[config.mk]
export PLATFORM = sky130hd
export DESIGN_NAME = mux_rr
export DESIGN_NICKNAME = d
export VERILOG_FILES = /design/src/rtl/mux_rr.sv
export SDC_FILE = /design/constraint.sdc
export NUM_CORES = 1
export LEC_CHECK = 0
export CAP_MARGIN = 40
export CORE_MARGIN = 5
export CORE_UTILIZATION = 30
export CTS_BUF_LIST = sky130_fd_sc_hd__clkbuf_2
export CTS_CLUSTER_DIAMETER = 120
export CTS_CLUSTER_SIZE = 20
export DETAILED_ROUTE_END_ITERATION = 12
export HOLD_SLACK_MARGIN = 0.15
export SYNTH_ARGS = -nofsm -noshare
export SYNTH_HDL_FRONTEND = slang
export SYNTH_SLANG_ARGS = --single-unit
[constraint.sdc]
create_clock -name clk -period 4.2 [get_ports clk]
set_input_delay 0.63 -clock clk [delete_from_list [all_inputs] [get_ports clk]]
set_output_delay 0.63 -clock clk [all_outputs]
set_load 0.005 [all_outputs]
[src/rtl/mux_rr.sv]
// N-channel valid-only multiplexer: per-channel FIFOs feed a round-robin arbiter
// that loads a registered ready/valid output stage.
module mux_rr #(
  parameter int NUM_CH     = 4,
  parameter int DATA_W     = 4,
  parameter int FIFO_DEPTH = 4,
  parameter int CH_W       = $clog2(NUM_CH)
) (
  input  logic                     clk,
  input  logic                     reset_L,
  input  logic [NUM_CH*DATA_W-1:0] data_in,
  input  logic [NUM_CH-1:0]        valid_in,
  input  logic                     ready_out,
  output logic [DATA_W-1:0]        data_out,
  output logic                     valid_out,
  output logic [CH_W-1:0]          ch_out,
  output logic [NUM_CH-1:0]        fifo_full,
  output logic [NUM_CH-1:0]        overflow
);

  localparam int PTR_W = $clog2(FIFO_DEPTH);
  localparam int CNT_W = $clog2(FIFO_DEPTH + 1);

  logic [DATA_W-1:0] mem_q  [NUM_CH][FIFO_DEPTH];
  logic [DATA_W-1:0] mem_d  [NUM_CH][FIFO_DEPTH];
  logic [PTR_W-1:0]  wptr_q [NUM_CH];
  logic [PTR_W-1:0]  wptr_d [NUM_CH];
  logic [PTR_W-1:0]  rptr_q [NUM_CH];
  logic [PTR_W-1:0]  rptr_d [NUM_CH];
  logic [CNT_W-1:0]  cnt_q  [NUM_CH];
  logic [CNT_W-1:0]  cnt_d  [NUM_CH];

  logic [NUM_CH-1:0] full_q, full_d;
  logic [NUM_CH-1:0] ovf_q, ovf_d;
  logic [DATA_W-1:0] dout_q, dout_d;
  logic [CH_W-1:0]   ch_q, ch_d;
  logic [CH_W-1:0]   rr_q, rr_d;
  logic              vout_q, vout_d;

  logic              load;
  logic              found;
  logic [CH_W-1:0]   sel;
  logic [NUM_CH-1:0] pop;
  logic [NUM_CH-1:0] wr;

  // Arbiter only looks at pre-edge counts, so a word written this edge waits a cycle.
  always_comb begin
    load  = !vout_q || ready_out;
    found = 1'b0;
    sel   = '0;
    for (int k = 0; k < NUM_CH; k++) begin
      if (!found && cnt_q[(int'(rr_q) + k) % NUM_CH] != '0) begin
        found = 1'b1;
        sel   = CH_W'((int'(rr_q) + k) % NUM_CH);
      end
    end
    pop = '0;
    if (load && found) pop[sel] = 1'b1;
  end

  always_comb begin
    dout_d = dout_q;
    ch_d   = ch_q;
    vout_d = vout_q;
    rr_d   = rr_q;
    if (load) begin
      if (found) begin
        dout_d = mem_q[sel][rptr_q[sel]];
        ch_d   = sel;
        vout_d = 1'b1;
        rr_d   = CH_W'((int'(sel) + 1) % NUM_CH);
      end else begin
        vout_d = 1'b0;
      end
    end
  end

  // A full FIFO still accepts a write when the same channel is popped this cycle.
  always_comb begin
    mem_d  = mem_q;
    wptr_d = wptr_q;
    rptr_d = rptr_q;
    cnt_d  = cnt_q;
    ovf_d  = ovf_q;
    full_d = '0;
    wr     = '0;
    for (int i = 0; i < NUM_CH; i++) begin
      wr[i] = valid_in[i] && (cnt_q[i] != CNT_W'(FIFO_DEPTH) || pop[i]);
      if (valid_in[i] && !wr[i]) ovf_d[i] = 1'b1;
      if (wr[i]) begin
        mem_d[i][wptr_q[i]] = data_in[i*DATA_W +: DATA_W];
        wptr_d[i]           = wptr_q[i] + PTR_W'(1);
      end
      if (pop[i]) rptr_d[i] = rptr_q[i] + PTR_W'(1);
      case ({wr[i], pop[i]})
        2'b10:   cnt_d[i] = cnt_q[i] + CNT_W'(1);
        2'b01:   cnt_d[i] = cnt_q[i] - CNT_W'(1);
        default: cnt_d[i] = cnt_q[i];
      endcase
      full_d[i] = (cnt_d[i] == CNT_W'(FIFO_DEPTH));
    end
  end

  always_ff @(posedge clk or negedge reset_L) begin
    if (!reset_L) begin
      for (int i = 0; i < NUM_CH; i++) begin
        for (int j = 0; j < FIFO_DEPTH; j++) mem_q[i][j] <= '0;
        wptr_q[i] <= '0;
        rptr_q[i] <= '0;
        cnt_q[i]  <= '0;
      end
      full_q <= '0;
      ovf_q  <= '0;
      dout_q <= '0;
      ch_q   <= '0;
      rr_q   <= '0;
      vout_q <= 1'b0;
    end else begin
      mem_q  <= mem_d;
      wptr_q <= wptr_d;
      rptr_q <= rptr_d;
      cnt_q  <= cnt_d;
      full_q <= full_d;
      ovf_q  <= ovf_d;
      dout_q <= dout_d;
      ch_q   <= ch_d;
      rr_q   <= rr_d;
      vout_q <= vout_d;
    end
  end

  assign data_out  = dout_q;
  assign valid_out = vout_q;
  assign ch_out    = ch_q;
  assign fifo_full = full_q;
  assign overflow  = ovf_q;

endmodule

==> impl_metrics.yaml, run 1 <==
synth:
  yosys.area.top_type: "dfrtp_1"
  syn_area_per_cell_um2: 11.92
  yosysWarnings: 0
  syn_inst: 461
  synthDistinctLibCells: 41
  synth_top_area_share_pct: 49.62
  synth_area_mm2: 0.005497
  synth-seq-cells: 109
  syn_nets: 512
  synth.top_cells.by_area: "dfrtp_1 (50%), mux2_2 (13%), ha_1 (5.5%), mux2i_1 (5.3%), nand2_1 (3.3%)"
  yosysSeqAreaShare_pct: 49.62
finish:
  layout_common_cells: "dfrtp_1 (109), mux2_2 (64), nand2_1 (49)"
  final_core_util_pct: 34.69
  fillers: 1788
  seq_area_mm2: 0.002728
  multi_input_area_mm2: 0.002561
  fin_nets: 559
  final_common_cell: "dfrtp_1"
  drive_above_1_share_pct: 19.10
  antenna_cells: 0
  area_growth_pct: 13.77
worst_setup_path:
  timing.rr.start: "cnt_q[4]$_DFF_PN0_"
  cpMaxStageDelayCell: "dfrtp_1"
  cp-end-kind: "flip-flop"
  path_buf_inv: 4
  cp.arrival_ns: 4.30
  cp_top_family: "simple AND/OR/NAND/NOR gates"
  critical_path_class: "flip-flop to flip-flop"
  cp_cell_sequence: "or3_1 > a32oi_1 > and3_1 > buf_4 > ha_1 > nand2_1 > a31oi_1 > buf_4 > inv_1 > ha_1 > inv_1 > fa_1 > xor2_1 > nor2_1 > xor2_1 > nor3b_1"
  crit_required_ns: 4.77
  crit_fanout: 23
  cpPeakStageDelay_ns: 0.48
  r2r-end: "fifo_full[1]$_DFF_PN0_"
  reg2reg_depth: 16
  start_kind: "flip-flop"
  regToRegSetupSlack_ns: 0.48
sta:
  fin_tns_setup_ns: 0
  clock_skew_ns: 0.02702
  relSlewSlack_pct: 43.38
  fin_crit_sh_pct: 88.68
  holdWs_ns: 0.2813
  slew_violations: 0
  rsz0062_at_grt: "false"
  worst_pin_slew_ns: 0.8404
  setup_violations: 0
  min_period_ns: 3.725
  final-hold-violation-count: 0
  fmax_ghz: 0.2685
die:
  die_h_um: 145.4
  die_width_um: 145.4
  rows: 49
  dieArea_mm2: 0.02113
  core_mm2: 0.01802
  start_util_pct: 30.49
  pin_count: 38
clock_tree:
  cts_resized: 0
  clk_latency_ns: 0.64
  numCtsBuffers: 9
  cts.sinks: 109
  cts-htree-levels: 3
  cts_root_buf: "clkbuf_2"
  cts.path.max_buffers: 2
  cts_tree: "yes"
  clk_pin_slew_ns: 0.27
place:
  dp_hpwl_um: 9482
  numPortBuffers: 37
  gp_congestion: 0.8238
detailed_routing:
  drt_wl_total_um: 12260
  wl_per_cell_um: 16.53
  vias: 3598
  drc: 0
  firstDrtPassIters: 5
  ant_nets: 0
  drt_iter0_drc: 158
  vias_per_cell: 4.849
job:
  drv_cap: 0
global_route:
  gr-usage-met1_pct: 15.67
  grt.overflow.total: 0
  grt_pass1_wl_um: 20430
  grt_antenna_before_repair: 0
  globalRouteTotalUtil_pct: 12.09
  gr-usage-met3_pct: 3.488
  grt_max_degree: 61
  use_met2_pct: 19.70
  grt_pass1_vias: 3877
  grt.busiest_layer: "met2"
pwr:
  leakage_nw: 2.756
  peakVddDrop_mv: 0.3720
  p_per_area_mw_per_mm2: 830.7
hold_path:
  hold_path.class: "input port to asynchronous set/reset pin"
status:
  outcome: "finished clean"
cell families after synthesis:
logic type,Yosys count,synth area share (%)
muxes,93,18.39
adders and majority gates,28,6.920
xor gates and xnor gates,24,3.824
DFF,109,49.62
buffers and inverters,48,3.779
and+or+nand+nor,88,7.216
AOI/OAI and AO/OA,71,10.24
worst max path at each step:
stage / from / endpoint / cells past startpoint
final: cnt_q[4]$_DFF_PN0_ / fifo_full[1]$_DFF_PN0_ / 16
after global routing: cnt_q[4]$_DFF_PN0_ / fifo_full[3]$_DFF_PN0_ / 15
after CTS: cnt_q[8]$_DFF_PN0_ / fifo_full[3]$_DFF_PN0_ / 15
after detailed placement: cnt_q[8]$_DFF_PN0_ / fifo_full[3]$_DFF_PN0_ / 15
after global placement: cnt_q[4]$_DFF_PN0_ / fifo_full[1]$_DFF_PN0_ / 16
after floorplan: cnt_q[8]$_DFF_PN0_ / fifo_full[1]$_DFF_PN0_ / 18
worst register-to-register path, stage by stage, from the launching register on:
cell and delay (ns):
dfrtp_1 0.48, or3_1 0.48, a32oi_1 0.26, and3_1 0.24, buf_4 0.31, ha_1 0.20
nand2_1 0.13, a31oi_1 0.22, buf_4 0.21, inv_1 0.06, ha_1 0.22, inv_1 0.07
fa_1 0.17, xor2_1 0.16, nor2_1 0.07, xor2_1 0.20, nor3b_1 0.22
synth_stat cells (all sizes together):
cell	n
a211o	1
a211oi	19
a21boi	1
a21oi	5
a221oi	4
a22oi	1
a31oi	5
a32oi	6
a41o	4
and2	6
and3	1
buf	10
clkbuf	1
dfrtp	109
fa	4
ha	24
inv	37
mux2	64
mux2i	29
nand2	49
nand2b	1
nand4	1
nor2	15
nor2b	1
nor3	5
nor3b	4
nor4b	1
o211a	7
o211ai	4
o21ai	13
o31ai	1
or3	4
xnor2	16
xor2	8
where the power goes:
| part | switching (mW) | leakage (nW) | internal (mW) | total [mW] |
|---|---|---|---|---|
| logic | 1.44 | 1.41 | 1.32 | 2.76 |
| clock network | 0.358 | 0.0593 | 0.0810 | 0.439 |
| registers | 0.411 | 1.29 | 1.58 | 2.00 |
| total | 2.21 | 2.76 | 2.98 | 5.19 |
routing by layer:
| metal | part of all wire (%) | routed length [um] |
|---|---|---|
| met2 | 49 | 6006 |
| met3 | 4.4 | 543 |
| met1 | 45 | 5506 |
| met4 | 1.7 | 205 |
| met5 | 0 | 0 |
cell type report:
class	count	share of cell area, %
sequential	109	43.62
multi-input combinational	304	40.96
timing repair buffer	47	7.123
tap	229	4.582
inverter	37	2.221
clock inverter	7	0.7803
clock buffer	9	0.7203
repair_timing:
action / CTS / global route
setup buffers: 0 / 0
hold buffers: 1 / 0
hold endpoints to repair: 109 / 0
state kept, by name, summed over array words and instances (netlist names), 2 cells and up:
signal	count
rptr_q	8
mem_q	64
ch_out	2
fifo_full	4
rr_q	2
cnt_q	12
data_out	4
wptr_q	8
overflow	4
metrics by stage:
step | worst slack (ns) | total power [mW] | instance area (um2) | std cells
after global placement | 0.6287 | 4.669 | 6150 | 725
after floorplan | 0.5855 | 4.034 | 5497 | 461
final | 0.4755 | 5.195 | 6254 | 742
after global routing | 0.1005 | 5.643 | 6254 | 742
after detailed placement | 0.5223 | 4.787 | 6150 | 725
after CTS | 0.4409 | 5.248 | 6254 | 742
No activity file was read; power rests on OpenSTA's default activity.
==> run 2: changes to the inputs <==
clock period = 3.8 ns   (was 4.2 ns; I/O delays follow)
==> impl_metrics.yaml, run 2 (synthesis gave the netlist of run 1 again) <==
worst_setup_path:
  critical_path_class: "flip-flop to flip-flop"
  timing.rr.start: "cnt_q[8]$_DFF_PN0_"
  cp.arrival_ns: 4.07
  cp-end-kind: "flip-flop"
  crit_fanout: 22
  cpPeakStageDelay_ns: 0.52
  reg2reg_depth: 15
  start_kind: "flip-flop"
  cpMaxStageDelayCell: "dfrtp_1"
  cp_cell_sequence: "or3_4 > a22oi_2 > a21boi_4 > inv_4 > ha_1 > nand2_1 > a31oi_1 > inv_1 > ha_1 > inv_1 > fa_1 > xor2_1 > nor2_1 > xor2_1 > nor3b_1"
  cp_top_family: "simple AND/OR/NAND/NOR gates"
  setup.worst_path.start: "cnt_q[8]$_DFF_PN0_"
  path_buf_inv: 3
  cp_num_cells: 15
  cp-endpoint: "fifo_full[0]$_DFF_PN0_"
  crit_required_ns: 4.37
  regToRegSetupSlack_ns: 0.30
  r2r-end: "fifo_full[0]$_DFF_PN0_"
detailed_routing:
  vias_per_cell: 4.898
  wl_met1_um: 5656
  drc: 0
  wl_met3_um: 475
  top_layer: "met4"
  firstDrtPassIters: 5
  ant_nets: 0
  drt_wl_total_um: 12340
  wl_per_cell_um: 16.61
  routed-wl-met2_um: 5979
  drt_iter0_drc: 228
  vias: 3639
sta:
  holdWs_ns: 0.4600
  setup_violations: 0
  worst_pin_slew_ns: 0.9101
  min_period_ns: 3.499
  fin_tns_setup_ns: 0
  fmax_ghz: 0.2858
  final-hold-violation-count: 0
  relSlewSlack_pct: 38.69
  fin_crit_sh_pct: 92.07
  rsz0062_at_grt: "false"
  clock_skew_ns: 0.03956
  slew_violations: 0
global_route:
  globalRouteTotalUtil_pct: 11.99
  grt_antenna_before_repair: 0
  grt.overflow.total: 0
  grt_max_degree: 52
  grt_pass1_wl_um: 20370
  grt_pass1_vias: 3824
clock_tree:
  post_cts_buffers: 0
  cts_tree: "yes"
  clk_latency_ns: 0.65
  cts-htree-levels: 3
  cts_root_buf: "clkbuf_2"
  numCtsBuffers: 9
  clk_pin_slew_ns: 0.29
  cts.sinks: 109
  cts.path.max_buffers: 2
place:
  dp_hpwl_um: 9441
  numPortBuffers: 37
  gp_congestion: 0.8834
die:
  die_width_um: 145.4
  start_util_pct: 30.49
  rows: 49
  dieArea_mm2: 0.02113
  pin_count: 38
  core_mm2: 0.01802
  die_h_um: 145.4
finish:
  antenna_cells: 0
  fin_nets: 560
  regMostFlops: "mem_q"
  top_regs: "mem_q x64, cnt_q x12"
  fillers: 1820
  largest_register_ffs: 64
  drive_above_1_share_pct: 19.84
  layout_common_cells: "dfrtp_1 (109), mux2_2 (64), nand2_1 (49)"
  area_growth_pct: 14.34
  final_common_cell: "dfrtp_1"
pwr:
  p_per_area_mw_per_mm2: 920.6
  leakage_nw: 2.775
  total_power_mw: 5.786
  peakVddDrop_mv: 0.3506
hold_path:
  hold_path.class: "input port to asynchronous set/reset pin"
job:
  drv_cap: 0
status:
  outcome: "finished clean"
==> run 2: cell types whose count changed in the layout (fill, tap and decap cells not counted), sizes merged <==
cell / delta
clkinv: -2
inv: +2
buf: +1
clkbuf: +1
clkinvlp: -1
==> run 2: final cells by class <==
type | instances | area (um2) | area share, %
well taps | 229 | 286.5 | 4.559
flip-flops and latches | 109 | 2728 | 43.40
inverters | 37 | 141.4 | 2.250
clock inverters | 6 | 43.79 | 0.6968
clock buffers | 10 | 50.05 | 0.7963
multi-input cells | 304 | 2579 | 41.03
repair buffers | 48 | 456.7 | 7.267
==> run 2: metrics by stage <==
step	std cells	setup slack [ns]	instance area [um2]	util, %
CTS	743	0.1899	6261	34.74
floorplan	461	0.1855	5497	-
detailed placement	726	0.2700	6157	34.16
global placement	726	0.4112	6157	34.16
global route	743	0.01447	6285	34.87
finish	743	0.3012	6285	34.87
==> run 2: worst min path at each step <==
stage | endpoint | slack (ns) | cells after the start
floorplan | ch_out[0]$_DFFE_PN0N_ | 0.27 | 0
global placement | ch_out[0]$_DFFE_PN0N_ | 0.46 | 2
finish | mem_q[62]$_DFFE_PN0P_ | 0.46 | 2
detailed placement | overflow[2]$_DFFE_PN0P_ | 0.46 | 1
CTS | wptr_q[6]$_DFFE_PN0P_ | 0.42 | 2
global route | mem_q[62]$_DFFE_PN0P_ | 0.44 | 2
==> run 2: repair_timing <==
action	CTS	global route
endpoints found under the setup margin	0	3
hold buffers	1	0
gates resized for setup	0	6
endpoints found under the hold margin	49	0
==> run 2: routing by layer <==
layer  vias to the layer above  global-route usage [%]
met1                      1841                   15.48
met4                         0                   3.125
met3                        19                   3.301
met2                        65                   19.95
met5                         -                       0
li1                       1714                       -
==> run 2: power by group <==
group          internal [mW]  switching [mW]
clock                 0.0967           0.400
combinational           1.49            1.59
sequential              1.75           0.463
total                   3.33            2.45
==> run 3: changes to the inputs <==
SETUP_SLACK_MARGIN = 0.4   (was default)
==> impl_metrics.yaml, run 3 (synthesis gave the netlist of run 1 again) <==
status:
  outcome: "finished clean"
die:
  pin_count: 38
  start_util_pct: 30.49
  dieArea_mm2: 0.02113
  core_mm2: 0.01802
  rows: 49
  die_width_um: 145.4
  die_h_um: 145.4
clock_tree:
  numCtsBuffers: 9
  cts.sinks: 109
  cts_root_buf: "clkbuf_2"
  clk_pin_slew_ns: 0.29
  clk_latency_ns: 0.62
  cts-htree-levels: 3
  cts.path.max_buffers: 2
  cts_tree: "yes"
worst_setup_path:
  timing.rr.start: "cnt_q[5]$_DFF_PN0_"
  cp.arrival_ns: 3.88
  reg2reg_depth: 15
  crit_fanout: 9
  cp-end-kind: "flip-flop"
  crit_required_ns: 4.36
  start_kind: "flip-flop"
  r2r-end: "fifo_full[2]$_DFF_PN0_"
  critical_path_class: "flip-flop to flip-flop"
  regToRegSetupSlack_ns: 0.48
global_route:
  grt_pass1_wl_um: 20760
  grt_max_degree: 57
  globalRouteTotalUtil_pct: 12.22
  grt.overflow.total: 0
  grt_antenna_before_repair: 0
  grt_pass1_vias: 3940
pwr:
  power_switching_share_pct: 41.47
  peakVddDrop_mv: 0.4236
  power.switching_mw: 2.576
  p_clk_share_pct: 9.6
  p_comb_share_pct: 54.8
  p_per_area_mw_per_mm2: 948.8
  leakage_nw: 2.862
  total_power_mw: 6.212
  internal-power_mw: 3.636
  p_seq_share_pct: 35.6
detailed_routing:
  wl_per_cell_um: 16.91
  vias_per_cell: 4.872
  vias: 3683
  ant_nets: 0
  drc: 0
  firstDrtPassIters: 4
  drt_iter0_drc: 137
  drt_wl_total_um: 12790
finish:
  layout_common_cells: "dfrtp_1 (102), mux2_2 (64), nand2_1 (45)"
  largest_register_ffs: 64
  regMostFlops: "mem_q"
  fillers: 1754
  top_regs: "mem_q x64, cnt_q x12"
  antenna_cells: 0
  final_common_cell: "dfrtp_1"
  fin_nets: 573
  final_core_util_pct: 36.33
  drive_above_1_share_pct: 27.13
  area_growth_pct: 19.12
place:
  dp_hpwl_um: 9581
  numPortBuffers: 37
  gp_congestion: 0.8276
sta:
  worst_pin_slew_ns: 0.7286
  fin_tns_setup_ns: 0
  holdWs_ns: 0.4876
  min_period_ns: 3.319
  rsz0062_at_grt: "true"
  setup_violations: 0
  slew_violations: 0
  relSlewSlack_pct: 51.01
  fmax_ghz: 0.3013
  fin_crit_sh_pct: 87.34
  final-hold-violation-count: 0
  clock_skew_ns: 0.03667
job:
  drv_cap: 0
hold_path:
  hold_path.class: "input port to asynchronous set/reset pin"
==> run 3: through the flow <==
| stage | cell area, um2 | setup WS, ns | instances |
|---|---|---|---|
| after detailed placement | 6220 | 0.3298 | 724 |
| after global routing | 6548 | 0.2817 | 756 |
| after global placement | 6215 | 0.5084 | 723 |
| after CTS | 6410 | 0.4116 | 746 |
| after floorplan | 5573 | 0.4105 | 461 |
| final | 6548 | 0.4811 | 756 |
==> run 3: area by class of cell <==
| cell class | count | area (um2) | share of cell area (%) |
|---|---|---|---|
| clock inverters | 5 | 75.07 | 1.147 |
| inverters | 37 | 141.4 | 2.159 |
| flip-flops and latches | 109 | 2736 | 41.79 |
| repair buffers | 61 | 560.5 | 8.561 |
| multi-input cells | 304 | 2693 | 41.12 |
| clock buffers | 11 | 55.05 | 0.8408 |
| well taps | 229 | 286.5 | 4.376 |
==> run 3: critical path, stage by stage (launching register included) <==
cell     delay, ns
dfrtp_2       0.47
or3_4         0.44
a32oi_2       0.24
and3_4        0.26
inv_4         0.07
ha_1          0.19
nand2_2       0.09
a31oi_2       0.11
inv_1         0.08
ha_2          0.19
inv_1         0.06
fa_1          0.38
xor2_1        0.16
nor2_1        0.18
xor2_1        0.19
nor3b_2       0.18
==> run 3: worst max path at each step <==
stage / start / slack (ns) / to
finish: cnt_q[5]$_DFF_PN0_ / 0.48 / fifo_full[2]$_DFF_PN0_
global route: cnt_q[5]$_DFF_PN0_ / 0.28 / fifo_full[2]$_DFF_PN0_
CTS: cnt_q[10]$_DFF_PN0_ / 0.41 / fifo_full[2]$_DFF_PN0_
detailed placement: cnt_q[4]$_DFF_PN0_ / 0.33 / fifo_full[2]$_DFF_PN0_
global placement: cnt_q[4]$_DFF_PN0_ / 0.51 / fifo_full[2]$_DFF_PN0_
floorplan: cnt_q[6]$_DFF_PN0_ / 0.41 / fifo_full[1]$_DFF_PN0_
==> run 3: per-layer routing <==
metal | vias up | share of wire, % | track usage [%]
met5 | - | 0 | 0
met4 | 0 | 2.5 | 4.897
met3 | 22 | 2.9 | 2.523
met2 | 68 | 50 | 20.50
met1 | 1856 | 45 | 15.44
li1 | 1737 | - | -
==> run 3: what timing repair did <==
action                     CTS  global route
hold endpoints to repair    55             0
resized for setup            5            17
cloned                       0             0
setup endpoints to repair    2             7
hold buffers                 1             0
pin swaps                    0             9
buffers inserted             5            10
==> run 3: power groups by stage <==
stage | Sequential [mW] | Combinational [mW] | Clock (mW)
after global placement | 2.23 | 3.05 | 0
after floorplan | 2.08 | 2.48 | 0
after detailed placement | 2.26 | 3.15 | 0
after global routing | 2.29 | 3.73 | 0.665
final | 2.21 | 3.41 | 0.597
after CTS | 2.21 | 3.25 | 0.621
